===== config.mk =====
export PLATFORM = sky130hd
export DESIGN_NAME = maze_tile_scheduler
export DESIGN_NICKNAME = d
export VERILOG_FILES = /design/src/rtl/maze_pkg.sv /design/src/rtl/maze_tile_ram.sv /design/src/rtl/maze_tile_scheduler.sv
export SDC_FILE = /design/constraint.sdc
export NUM_CORES = 1
export LEC_CHECK = 0
export ABC_AREA = 1
export ABC_CLOCK_PERIOD_IN_PS = 8200
export CAP_MARGIN = 20
export CORE_ASPECT_RATIO = 1.75
export CORE_MARGIN = 2
export CORE_UTILIZATION = 35
export DETAILED_ROUTE_END_ITERATION = 12
export PLACE_DENSITY = 0.51
export SYNTH_ARGS = -nofsm -noshare
export SYNTH_HDL_FRONTEND = slang
export SYNTH_SLANG_ARGS = --single-unit

===== constraint.sdc =====
create_clock -name clk -period 8.2 [get_ports clk]
set_input_delay 1.64 -clock clk [delete_from_list [all_inputs] [get_ports clk]]
set_output_delay 1.64 -clock clk [all_outputs]
set_load 0.01 [all_outputs]

===== src/rtl/maze_pkg.sv =====
// Shared tile/direction types and the power-on maze layout.
package maze_pkg;

  localparam int unsigned MAZE_ROWS = 13;
  localparam int unsigned MAZE_COLS = 19;
  localparam int unsigned ROW_W     = 4;
  localparam int unsigned COL_W     = 5;
  localparam int unsigned STEP_W    = 3;
  localparam int unsigned COORD_W   = 6;

  typedef enum logic [1:0] {
    EMPTY = 2'd0,
    HARD  = 2'd1,
    BRICK = 2'd2,
    BOMB  = 2'd3
  } tile_t;

  typedef enum logic [1:0] {
    DIR_UP,
    DIR_DOWN,
    DIR_LEFT,
    DIR_RIGHT
  } dir_t;

  // Pillars on odd/odd, a brick column every fourth column on even rows.
  function automatic tile_t defaultTile(input int unsigned row, input int unsigned col);
    if ((row % 2) == 1 && (col % 2) == 1) return HARD;
    if ((row % 2) == 0 && (col % 4) == 3) return BRICK;
    return EMPTY;
  endfunction

endpackage


===== src/rtl/maze_tile_ram.sv =====
// Flip-flop tile map: reset-to-layout, one write port, a combinational sweep
// read port and a registered query port (out-of-range reads return HARD).
module maze_tile_ram
  import maze_pkg::*;
#(
  parameter int unsigned ROWS = MAZE_ROWS,
  parameter int unsigned COLS = MAZE_COLS
) (
  input  logic             clk,
  input  logic             resetN,
  input  logic             wrEn,
  input  logic [ROW_W-1:0] wrRow,
  input  logic [COL_W-1:0] wrCol,
  input  tile_t            wrTile,
  input  logic [ROW_W-1:0] rdRow,
  input  logic [COL_W-1:0] rdCol,
  output tile_t            rdTile_c,
  input  logic             qryValid,
  input  logic [ROW_W-1:0] qryRow,
  input  logic [COL_W-1:0] qryCol,
  output tile_t            qryTile,
  output logic             qryRvalid
);

  localparam logic [ROW_W-1:0] ROWS_L = ROW_W'(ROWS);
  localparam logic [COL_W-1:0] COLS_L = COL_W'(COLS);

  tile_t mapQ [ROWS][COLS];

  always_ff @(posedge clk or negedge resetN) begin
    if (!resetN) begin
      for (int unsigned r = 0; r < ROWS; r++) begin
        for (int unsigned c = 0; c < COLS; c++) begin
          mapQ[r][c] <= defaultTile(r, c);
        end
      end
    end else begin
      for (int unsigned r = 0; r < ROWS; r++) begin
        for (int unsigned c = 0; c < COLS; c++) begin
          if (wrEn && wrRow == ROW_W'(r) && wrCol == COL_W'(c)) mapQ[r][c] <= wrTile;
        end
      end
    end
  end

  assign rdTile_c = (rdRow < ROWS_L && rdCol < COLS_L) ? mapQ[rdRow][rdCol] : HARD;

  // Query sees the map as it stood before this edge's write.
  always_ff @(posedge clk or negedge resetN) begin
    if (!resetN) begin
      qryTile   <= EMPTY;
      qryRvalid <= 1'b0;
    end else begin
      qryRvalid <= qryValid;
      if (qryValid) qryTile <= (qryRow < ROWS_L && qryCol < COLS_L) ? mapQ[qryRow][qryCol] : HARD;
    end
  end

endmodule


===== src/rtl/maze_tile_scheduler.sv =====
// Maze map owner: arbitrates bomb placement against explosion sweeps and
// streams flame tiles while clearing bricks along each direction.
module maze_tile_scheduler
  import maze_pkg::*;
#(
  parameter int unsigned ROWS   = MAZE_ROWS,
  parameter int unsigned COLS   = MAZE_COLS,
  parameter int unsigned RADIUS = 2
) (
  input  logic       clk,
  input  logic       resetN,
  input  logic       place_req,
  input  logic [3:0] place_row,
  input  logic [4:0] place_col,
  output logic       place_ack,
  output logic       place_ok,
  input  logic       explode_req,
  input  logic [3:0] explode_row,
  input  logic [4:0] explode_col,
  output logic       explode_ack,
  output logic       explode_busy,
  output logic       explode_done,
  output logic       flame_valid,
  output logic [3:0] flame_row,
  output logic [4:0] flame_col,
  output logic       chain_hit,
  input  logic       qry_valid,
  input  logic [3:0] qry_row,
  input  logic [4:0] qry_col,
  output logic [1:0] qry_tile,
  output logic       qry_rvalid
);

  typedef enum logic [2:0] {IDLE, PLACE, CENTER, UP, DOWN, LEFT, RIGHT, DONE} state_t;

  localparam logic signed [COORD_W-1:0] ROWS_S   = COORD_W'(ROWS);
  localparam logic signed [COORD_W-1:0] COLS_S   = COORD_W'(COLS);
  localparam logic [STEP_W-1:0]         RADIUS_L = STEP_W'(RADIUS);

  state_t             stateQ, stateD;
  logic [STEP_W-1:0]  stepQ, stepD;
  logic               termQ, termD;
  logic [ROW_W-1:0]   expRowQ, expRowD;
  logic [COL_W-1:0]   expColQ, expColD;
  logic               placeAckQ, placeAckD, placeOkQ, placeOkD;
  logic               explodeAckQ, explodeAckD, explodeBusyQ, explodeBusyD;
  logic               explodeDoneQ, explodeDoneD, chainHitQ, chainHitD;
  logic               flameValidQ, flameValidD;
  logic [ROW_W-1:0]   flameRowQ, flameRowD;
  logic [COL_W-1:0]   flameColQ, flameColD;

  logic               wrEn_c;
  logic [ROW_W-1:0]   wrRow_c, rdRow_c;
  logic [COL_W-1:0]   wrCol_c, rdCol_c;
  tile_t              wrTile_c, rdTile_c, qryTileW;
  dir_t               dir_c;
  logic signed [COORD_W-1:0] tgtRow_c, tgtCol_c, stepS_c;
  logic               tgtInRange_c;

  maze_tile_ram #(.ROWS(ROWS), .COLS(COLS)) u_ram (
    .clk      (clk),
    .resetN   (resetN),
    .wrEn     (wrEn_c),
    .wrRow    (wrRow_c),
    .wrCol    (wrCol_c),
    .wrTile   (wrTile_c),
    .rdRow    (rdRow_c),
    .rdCol    (rdCol_c),
    .rdTile_c (rdTile_c),
    .qryValid (qry_valid),
    .qryRow   (qry_row),
    .qryCol   (qry_col),
    .qryTile  (qryTileW),
    .qryRvalid(qry_rvalid)
  );

  // Target tile of the current sweep step, with signed range check.
  always_comb begin
    case (stateQ)
      DOWN:    dir_c = DIR_DOWN;
      LEFT:    dir_c = DIR_LEFT;
      RIGHT:   dir_c = DIR_RIGHT;
      default: dir_c = DIR_UP;
    endcase
    stepS_c  = $signed(COORD_W'(stepQ));
    tgtRow_c = $signed(COORD_W'(expRowQ));
    tgtCol_c = $signed(COORD_W'(expColQ));
    case (dir_c)
      DIR_UP:    tgtRow_c = tgtRow_c - stepS_c;
      DIR_DOWN:  tgtRow_c = tgtRow_c + stepS_c;
      DIR_LEFT:  tgtCol_c = tgtCol_c - stepS_c;
      default:   tgtCol_c = tgtCol_c + stepS_c;
    endcase
    tgtInRange_c = !tgtRow_c[COORD_W-1] && (tgtRow_c < ROWS_S) &&
                   !tgtCol_c[COORD_W-1] && (tgtCol_c < COLS_S);
  end

  always_comb begin
    stateD       = stateQ;
    stepD        = stepQ;
    termD        = termQ;
    expRowD      = expRowQ;
    expColD      = expColQ;
    placeAckD    = 1'b0;
    placeOkD     = 1'b0;
    explodeAckD  = 1'b0;
    explodeBusyD = 1'b0;
    explodeDoneD = 1'b0;
    flameValidD  = 1'b0;
    flameRowD    = flameRowQ;
    flameColD    = flameColQ;
    chainHitD    = 1'b0;
    wrEn_c       = 1'b0;
    wrRow_c      = expRowQ;
    wrCol_c      = expColQ;
    wrTile_c     = EMPTY;
    rdRow_c      = tgtRow_c[ROW_W-1:0];
    rdCol_c      = tgtCol_c[COL_W-1:0];

    case (stateQ)
      IDLE: begin
        rdRow_c = place_row;
        rdCol_c = place_col;
        if (explode_req) begin
          stateD      = CENTER;
          explodeAckD = 1'b1;
          expRowD     = explode_row;
          expColD     = explode_col;
        end else if (place_req) begin
          // Place decision and bomb write land on the edge into PLACE.
          stateD    = PLACE;
          placeAckD = 1'b1;
          if (rdTile_c == EMPTY) begin
            placeOkD = 1'b1;
            wrEn_c   = 1'b1;
            wrRow_c  = place_row;
            wrCol_c  = place_col;
            wrTile_c = BOMB;
          end
        end
      end
      PLACE: stateD = IDLE;
      CENTER: begin
        explodeBusyD = 1'b1;
        wrEn_c       = 1'b1;
        flameValidD  = 1'b1;
        flameRowD    = expRowQ;
        flameColD    = expColQ;
        stateD       = UP;
        stepD        = STEP_W'(1);
        termD        = 1'b0;
      end
      UP, DOWN, LEFT, RIGHT: begin
        explodeBusyD = 1'b1;
        if (!termQ) begin
          if (!tgtInRange_c || rdTile_c == HARD) begin
            termD = 1'b1;
          end else begin
            flameValidD = 1'b1;
            flameRowD   = tgtRow_c[ROW_W-1:0];
            flameColD   = tgtCol_c[COL_W-1:0];
            case (rdTile_c)
              BRICK: begin
                wrEn_c  = 1'b1;
                wrRow_c = tgtRow_c[ROW_W-1:0];
                wrCol_c = tgtCol_c[COL_W-1:0];
                termD   = 1'b1;
              end
              BOMB: begin
                chainHitD = 1'b1;
                termD     = 1'b1;
              end
              default: ;
            endcase
          end
        end
        if (stepQ == RADIUS_L) begin
          stepD = STEP_W'(1);
          termD = 1'b0;
          case (stateQ)
            UP:      stateD = DOWN;
            DOWN:    stateD = LEFT;
            LEFT:    stateD = RIGHT;
            default: stateD = DONE;
          endcase
        end else begin
          stepD = stepQ + STEP_W'(1);
        end
      end
      DONE: begin
        explodeDoneD = 1'b1;
        stateD       = IDLE;
      end
      default: stateD = IDLE;
    endcase
  end

  always_ff @(posedge clk or negedge resetN) begin
    if (!resetN) begin
      stateQ       <= IDLE;
      stepQ        <= '0;
      termQ        <= 1'b0;
      expRowQ      <= '0;
      expColQ      <= '0;
      placeAckQ    <= 1'b0;
      placeOkQ     <= 1'b0;
      explodeAckQ  <= 1'b0;
      explodeBusyQ <= 1'b0;
      explodeDoneQ <= 1'b0;
      flameValidQ  <= 1'b0;
      flameRowQ    <= '0;
      flameColQ    <= '0;
      chainHitQ    <= 1'b0;
    end else begin
      stateQ       <= stateD;
      stepQ        <= stepD;
      termQ        <= termD;
      expRowQ      <= expRowD;
      expColQ      <= expColD;
      placeAckQ    <= placeAckD;
      placeOkQ     <= placeOkD;
      explodeAckQ  <= explodeAckD;
      explodeBusyQ <= explodeBusyD;
      explodeDoneQ <= explodeDoneD;
      flameValidQ  <= flameValidD;
      flameRowQ    <= flameRowD;
      flameColQ    <= flameColD;
      chainHitQ    <= chainHitD;
    end
  end

  assign place_ack    = placeAckQ;
  assign place_ok     = placeOkQ;
  assign explode_ack  = explodeAckQ;
  assign explode_busy = explodeBusyQ;
  assign explode_done = explodeDoneQ;
  assign flame_valid  = flameValidQ;
  assign flame_row    = flameRowQ;
  assign flame_col    = flameColQ;
  assign chain_hit    = chainHitQ;
  assign qry_tile     = qryTileW;

endmodule


After elaboration in Yosys (flattened, before gate mapping) --
Index checks and enable logic that the tools add are counted.
Storage, ports and cells: register bits after elaboration 529, latch bits 0, bits in writable memories 0, ROM bits 0, output and inout bits 19, logic and storage cells 689, memories kept 0
Cells by class: add/subtract/negate cells 5, multiply operators 0, divide/modulo/power cells 0, magnitude comparators 10, equal/unequal tests 47, shift-type cells 0, mux-type cells 77, bitwise logic cells 4, reductions and logical operators 283
Operator list (count):
- 38-bit binary-select mux with 4-bit select | 2
- 1-bit logical AND | 265
- 38-bit 2-to-1 mux | 4
- 5-bit 2-to-1 mux | 9
- 5-bit by 4-bit equality test with 1-bit output (second input constant) | 8
- 4-bit 2-to-1 mux | 9
- 1-bit 2-to-1 mux | 24
- 6-bit one-hot mux with 2 select lines | 2
- 2-bit binary-select mux with 5-bit select | 2
- 4-bit equality test (second input constant) | 5
- 5-bit by 3-bit equality test with 1-bit output (second input constant) | 4
- 2-bit 2-to-1 mux | 10
- 5-bit one-hot mux with 2 select lines | 2
- 4-bit by 3-bit equality test with 1-bit output (second input constant) | 4
- 4-bit one-hot mux with 2 select lines | 2
- 5-bit equality test (second input constant) | 3
- 3-bit equality test (second input constant) | 4
- 6-bit >= comparator (second input constant) | 2
- 3-bit 2-to-1 mux | 4
- 5-bit NOT with 6-bit output | 2
- 2-bit one-hot mux with 3 select lines | 2
- 3-bit one-hot mux with 4 select lines | 1
- 5-bit by 2-bit equality test with 1-bit output (second input constant) | 2
- 5-bit >= comparator (second input constant) | 2
- 34 further kinds | 52

Longest topological paths before layout --
depth in word-level cells 21, mapped depth 40, depth with buffers taken out 37

Modules after synthesis --
From an unflattened synthesis, not the netlist that was laid out.
Second synthesis, totals: cells, all modules 4525, area, all modules 31681.6 sq um
Modules (own cells, without submodules):
- maze_tile_ram | times used 1, cells an instance 4149, area an instance 29039.1 sq um
- maze_tile_scheduler | times used 1, cells an instance 376, area an instance 2642.5 sq um

Worst setup path before layout --
Ideal clock, no wire load.
kind in2reg, from input place_row[0], to register u_ram.mapQ[28] (netlist bit), library setup time 117 ps, data arrival time 4496 ps, required time 8083 ps, slack 3587 ps, stages 27, cells stage by stage inv_1 -> nand2_1 -> nand2_2 -> buf_2 -> buf_2 -> o211ai_1 -> nand3_1 -> nand3_1 -> nand2_1 -> a21oi_1 -> nand2_1 -> nand3_1 -> nand2_1 -> nand2_1 -> nand3_2 -> nor2_4 -> buf_4 -> nand3_1 -> nand2_1 -> nand3_2 -> nor2_1 -> nand2_2 -> nor2_4 -> buf_4 -> nand2_1 -> nand2_1 -> nand2_1
On the way: cells in the longest elaborated chain, start to end 17
RTL lines:
- start: declaration | RTL line maze_tile_scheduler.sv:13 | input logic [3:0] place_row,
- 4-bit 2-to-1 mux | RTL line maze_tile_scheduler.sv:120 | case (stateQ)
- 4-bit NOT with 5-bit output (implied by the code) | RTL line maze_tile_ram.sv:46 | assign rdTile_c = (rdRow < ROWS_L && rdCol < COLS_L) ? mapQ[rdRow][rdCol] : HARD;
- 38-bit binary-select mux with 4-bit select | RTL line maze_tile_ram.sv:46
- 38-bit 2-to-1 mux (implied by the code) (2 in a row) | RTL line maze_tile_ram.sv:46
- 2-bit binary-select mux with 5-bit select | RTL line maze_tile_ram.sv:46
- 2-bit 2-to-1 mux (implied by the code) (2 in a row) | RTL line maze_tile_ram.sv:46
- 2-bit 2-to-1 mux | RTL line maze_tile_ram.sv:46
- 2-bit equality test (tied with other cells) | RTL line maze_tile_scheduler.sv:162 | case (rdTile_c)
- 4-bit 2-to-1 mux (tied with other cells) | RTL line maze_tile_scheduler.sv:162
- 4-bit 2-to-1 mux, on equally long branches | RTL line maze_tile_scheduler.sv:156, maze_tile_scheduler.sv:129
- 4-bit 2-to-1 mux, on equally long branches | RTL line maze_tile_scheduler.sv:155, maze_tile_scheduler.sv:124
- 4-bit one-hot mux with 2 select lines | RTL line maze_tile_scheduler.sv:120
- 4-bit equality test | RTL line maze_tile_ram.sv:40 | if (wrEn && wrRow == ROW_W'(r) && wrCol == COL_W'(c)) mapQ[r][c] <= wrTile;
- 1-bit logical AND (2 in a row) | RTL line maze_tile_ram.sv:40
- end signal: indexed assignment | RTL line maze_tile_ram.sv:34 | mapQ[r][c] <= defaultTile(r, c);
- end signal: indexed assignment | RTL line maze_tile_ram.sv:40
- end: declaration | RTL line maze_tile_ram.sv:28 | tile_t mapQ [ROWS][COLS];
Parallel ways exist; a longest one is shown, timed or not. The select of a mux whose other input is x is not followed. A chain may end at the register's enable or synchronous reset.

Worst setup path after layout --
from register expRowQ[0], to register u_ram.mapQ[57] (netlist bit)
On the way: cells in the longest elaborated chain, start to end 19
RTL lines:
- start: declaration | RTL line maze_tile_scheduler.sv:43 | logic [ROW_W-1:0] expRowQ, expRowD;
- start signal: assignment | RTL line maze_tile_scheduler.sv:218 | expRowQ <= expRowD;
- 4-bit by 3-bit adder with 5-bit output or 4-bit by 3-bit subtractor with 5-bit output (tied branches) | RTL line maze_tile_scheduler.sv:90, maze_tile_scheduler.sv:89
- 6-bit one-hot mux with 2 select lines | RTL line maze_tile_scheduler.sv:88 | case (dir_c)
- 4-bit 2-to-1 mux | RTL line maze_tile_scheduler.sv:120
- 4-bit NOT with 5-bit output (implied by the code) | RTL line maze_tile_ram.sv:46
- 38-bit binary-select mux with 4-bit select | RTL line maze_tile_ram.sv:46
- 38-bit 2-to-1 mux (implied by the code) (2 in a row) | RTL line maze_tile_ram.sv:46
- 2-bit binary-select mux with 5-bit select | RTL line maze_tile_ram.sv:46
- 2-bit 2-to-1 mux (implied by the code) (2 in a row) | RTL line maze_tile_ram.sv:46
- 2-bit 2-to-1 mux | RTL line maze_tile_ram.sv:46
- 2-bit equality test (tied with other cells) | RTL line maze_tile_scheduler.sv:162
- 4-bit 2-to-1 mux (tied with other cells) | RTL line maze_tile_scheduler.sv:162
- 4-bit 2-to-1 mux, on equally long branches | RTL line maze_tile_scheduler.sv:156, maze_tile_scheduler.sv:129
- 4-bit 2-to-1 mux, on equally long branches | RTL line maze_tile_scheduler.sv:155, maze_tile_scheduler.sv:124
- 4-bit one-hot mux with 2 select lines | RTL line maze_tile_scheduler.sv:120
- 4-bit equality test | RTL line maze_tile_ram.sv:40
- 1-bit logical AND (2 in a row) | RTL line maze_tile_ram.sv:40
Parallel ways exist; a longest one is shown, timed or not. The select of a mux whose other input is x is not followed.

==> summary.txt <==
Die
  • Die width: ~200 um
  • DIE AREA: about 70,000 um2
  • Row Count: ~130
  • Total core area: 68,600 um2
  • # IOs: about 50
  • Die Y: 352 um
  • Initial Util: 35.4%

Clocking
  • CTS tree: built
  • TritonCTS Buffers: a little over 40
  • Sink Count: 364
  • Post-CTS Setup Inserts: 0
  • Clock slew at reported path FFs: 0.06 ns
  • Root Driver: clkbuf_16
  • Clock Latency Late Sink: 0.60 ns
  • # hold bufs at CTS: 0
  • Post-CTS resize count: 0
  • # H-tree levels: 2
  • Max Root-Sink Buffers: 3

Yosys
  • Share of the yosys chip area belonging to registers: a little under two fifths
  • Post-synth EDFFs: 0
  • Asr flop ratio synth: 100%
  • Cells after Synth: 3,651
  • Cell accounting for the most synthesized area: dfrtp_1
  • Mapped Nets: roughly 3.7k
  • Ys Warns: 0
  • Synth Register Bits: 364
  • Synth Area per Inst: 6.65 um2
  • Ys flop type: dfrtp_1
  • Synth area leaders: dfrtp_1, nand2_1, nand3_1
  • Mapped cell area: 24,300 um2
  • Post-synth top area share: 29.1%
  • Yosys cell types: 53

Worst setup path
  • Crit-path slowest cell: buf_4
  • CP Data Required Time: roughly 8.7 ns
  • Startpoint Class: register
  • Setup crit end kind: register
  • RR Endpoint: u_ram.mapQ[57]$_DFFE_PN0P_
  • Most used cell, CP: nand2_1
  • R2r worst-path depth: 32
  • CP top delay family: simple AND/OR/NAND/NOR gates
  • Slowest stage delay, CP: 0.62 ns
  • Crit path DAT: 7.29 ns
  • Setup Crit Path Kind: reg2reg
  • Critical R2R Launch: expRowQ[0]$_DFFE_PN0P_
  • CP Buf/Inv Count: 7
  • R2r setup slk: 1.40 ns
  • Worst-path maximum fanout: 46

Placement
  • Placed Area: 25,200 um2
  • Input/output buffers: 50
  • Placed wire-length estimate: 63.3 mm
  • Number of placed instances with taps included: roughly 4.4k
  • Global placer's final weighted congestion: around 0.95

Power and ir drop
  • Leak: between 10 and 15 nW
  • Pwr/cell area: 452 nW/um2
  • Switching part of the total: 58.4%
  • Sw power: 7.01 mW
  • Comb pwr share: 67.5%
  • Int Pwr: 4.99 mW
  • Clock Power Share: 15.9%
  • Peak supply drop: 0.000367 V
  • Sequential Power Share: 16.7%
  • Tot Pwr: 12.0 mW

Drt
  • Remaining DRCs: 0
  • DR WL met2: 49.2 mm
  • Initial DRC count: a little over 2k
  • M1 wire length: 37.5 mm
  • DR WL/cell: 21.9 um
  • Drt via density: 5.52
  • DRT Pass-1 Iters: 6
  • Antenna Violating Nets Remaining: 0
  • Top layer in use: met4
  • Vias: 24.7k
  • Met3 wire len: 5.02 mm
  • Final wirelength: between 90 and 100 mm

STA
  • Final-report hold violation count: 0
  • Max Slew Vio Count: 0
  • Final period util: between 80% and 90%
  • Setup TNS: 0 ns
  • RSZ-0062 raised after global routing: no
  • Tmin final: 6.80 ns
  • Slew HR: 32.1%
  • Worst-margin pin slew: between 1 and 1.5 ns
  • Fmax: 0.147 GHz
  • Final Setup Violations: 0
  • Clk_skew: 0.0142 ns
  • WHS: roughly 0.46 ns

Cells and area
  • Filler cell count: 7,479
  • Fin area: about 27,000 um2
  • Final non-filler cell total: 4,481
  • Share of post-route cells with drive strength above 1: 8.69%
  • Area of the multi-input gates: 13,200 um2
  • Fin nets: 3,595
  • FF/Latch Area: between 9000 and 10,000 um2
  • Area Overhead vs Synth: 9.24%
  • N_diodes: 0

Global routing
  • Largest net degree at the start of global routing: 125
  • First-pass GRT wire length: 149 mm
  • Vias in the first global route: roughly 24k
  • Initial antenna violation count: 0
  • Overall routing resource usage: a little over a quarter
  • Remaining Overflow, GRT: 0

Min path
  • Hold depth: 2
  • Hold Crit Class: reg2reg
  • Worst Hold Launch: u_ram.mapQ[144]$_DFFE_PN1P_
  • Worst Hold End: u_ram.mapQ[144]$_DFFE_PN1P_

Run status
  • Status: finished, final reports clean

Flow run
  • Maxcap violations: 0
## sequential cells by signal, summed over array words and instances, names as in the netlist
| signal | flops |
|---|---|
| place_ok | 1 |
| stateQ | 3 |
| termQ | 1 |
| chain_hit | 1 |
| flame_valid | 1 |
| u_ram.qryTile | 2 |
| flame_col | 5 |
| expRowQ | 4 |
| u_ram.qryRvalid | 1 |
| explode_busy | 1 |
| stepQ | 3 |
| flame_row | 4 |
| place_ack | 1 |
| explode_done | 1 |
| expColQ | 5 |
| u_ram.mapQ | 329 |
| explode_ack | 1 |
## power by group through the flow
stage / Sequential, mW / Clock (mW) / Combinational (mW)
final: 2.00 / 1.90 / 8.09
after global routing: 2.01 / 2.00 / 8.63
after CTS: 2.00 / 1.95 / 7.99
after detailed placement: 2.03 / 0 / 7.98
after global placement: 2.03 / 0 / 7.98
after floorplan: 2.00 / 0 / 5.35
## area by class of cell
class                   count  share of cell area [%]
inverters                 143                    2.06
multi-input cells        2880                    49.7
well taps                 903                    4.26
flip-flops and latches    364                    34.7
clock buffers              64                    4.62
repair buffers            115                    4.29
clock inverters            12                   0.377
## layout by cell type, fill, tap and decap left out, types with 12 or more instances in the layout
cell type	count
clkbuf_1	14
a21oi_1	83
inv_2	19
buf_4	54
inv_1	119
nor2_4	24
a31oi_1	14
ha_1	15
dfrtp_1	282
nand3_1	757
buf_12	12
clkbuf_16	43
nand2_1	1479
dfstp_2	82
o21ai_0	170
clkdlybuf4s50_1	46
o211ai_1	17
nor2_1	172
o22ai_1	34
## how the worst max path moves through the flow
stage	start	to	slack (ns)	depth (start not counted)
after floorplan	place_row[0]	u_ram.mapQ[28]$_DFFE_PN0P_	3.59	27
after global placement	place_row[0]	u_ram.mapQ[488]$_DFFE_PN0P_	1.46	27
after detailed placement	place_row[1]	u_ram.mapQ[488]$_DFFE_PN0P_	1.46	27
after CTS	expRowQ[0]$_DFFE_PN0P_	u_ram.mapQ[57]$_DFFE_PN0P_	1.58	32
after global routing	expRowQ[0]$_DFFE_PN0P_	u_ram.mapQ[65]$_DFFE_PN0P_	1.14	34
final	expRowQ[0]$_DFFE_PN0P_	u_ram.mapQ[57]$_DFFE_PN0P_	1.40	32
## synthesized netlist by cell type (19+ instances only)
library cell  number
o21ai_0          170
nor2_1           180
inv_1            122
clkbuf_1         103
buf_6             19
o22ai_1           34
buf_2             70
a21oi_1           83
dfrtp_1          282
nand2_1         1480
dfstp_2           82
nand3_1          757
buf_4             59
## metrics by stage
| stage | worst slack [ns] | utilization [%] |
|---|---|---|
| final | 1.40 | 38.7 |
| after floorplan | 3.59 | - |
| after global placement | 1.46 | 36.7 |
| after CTS | 1.58 | 38.7 |
| after detailed placement | 1.46 | 36.7 |
| after global routing | 1.14 | 38.7 |
## routing by layer
metal,up-vias,track usage (%)
li1,11700,-
met1,11800,31.4
met2,854,48.2
met3,296,3.10
met4,0,15.9
met5,-,0
## worst reg2reg max path, delay by kind of cell (launching register included)
family / cells / cell delay, ns
buffers and inverters: 7 / 2.04
AND/OR/NAND/NOR: 20 / 2.69
adder cells (fa/ha/maj): 2 / 0.60
AO/OA/AOI/OAI: 3 / 0.81
flip-flops: 1 / 0.54
## cells by family (layout without fill, tap and decap cells)
family / after synthesis / count (layout) / share of synthesized area [%]
flops: 364 / 364 / 37.9
simple gates: 2492 / 2492 / 44.2
mux: 2 / 2 / 0.0876
compound gates: 364 / 364 / 8.51
fa+ha+maj: 18 / 18 / 1.02
buf+inv: 407 / 334 / 8.15
xor+xnor: 4 / 4 / 0.144
Power figures use the tool's default switching activity.
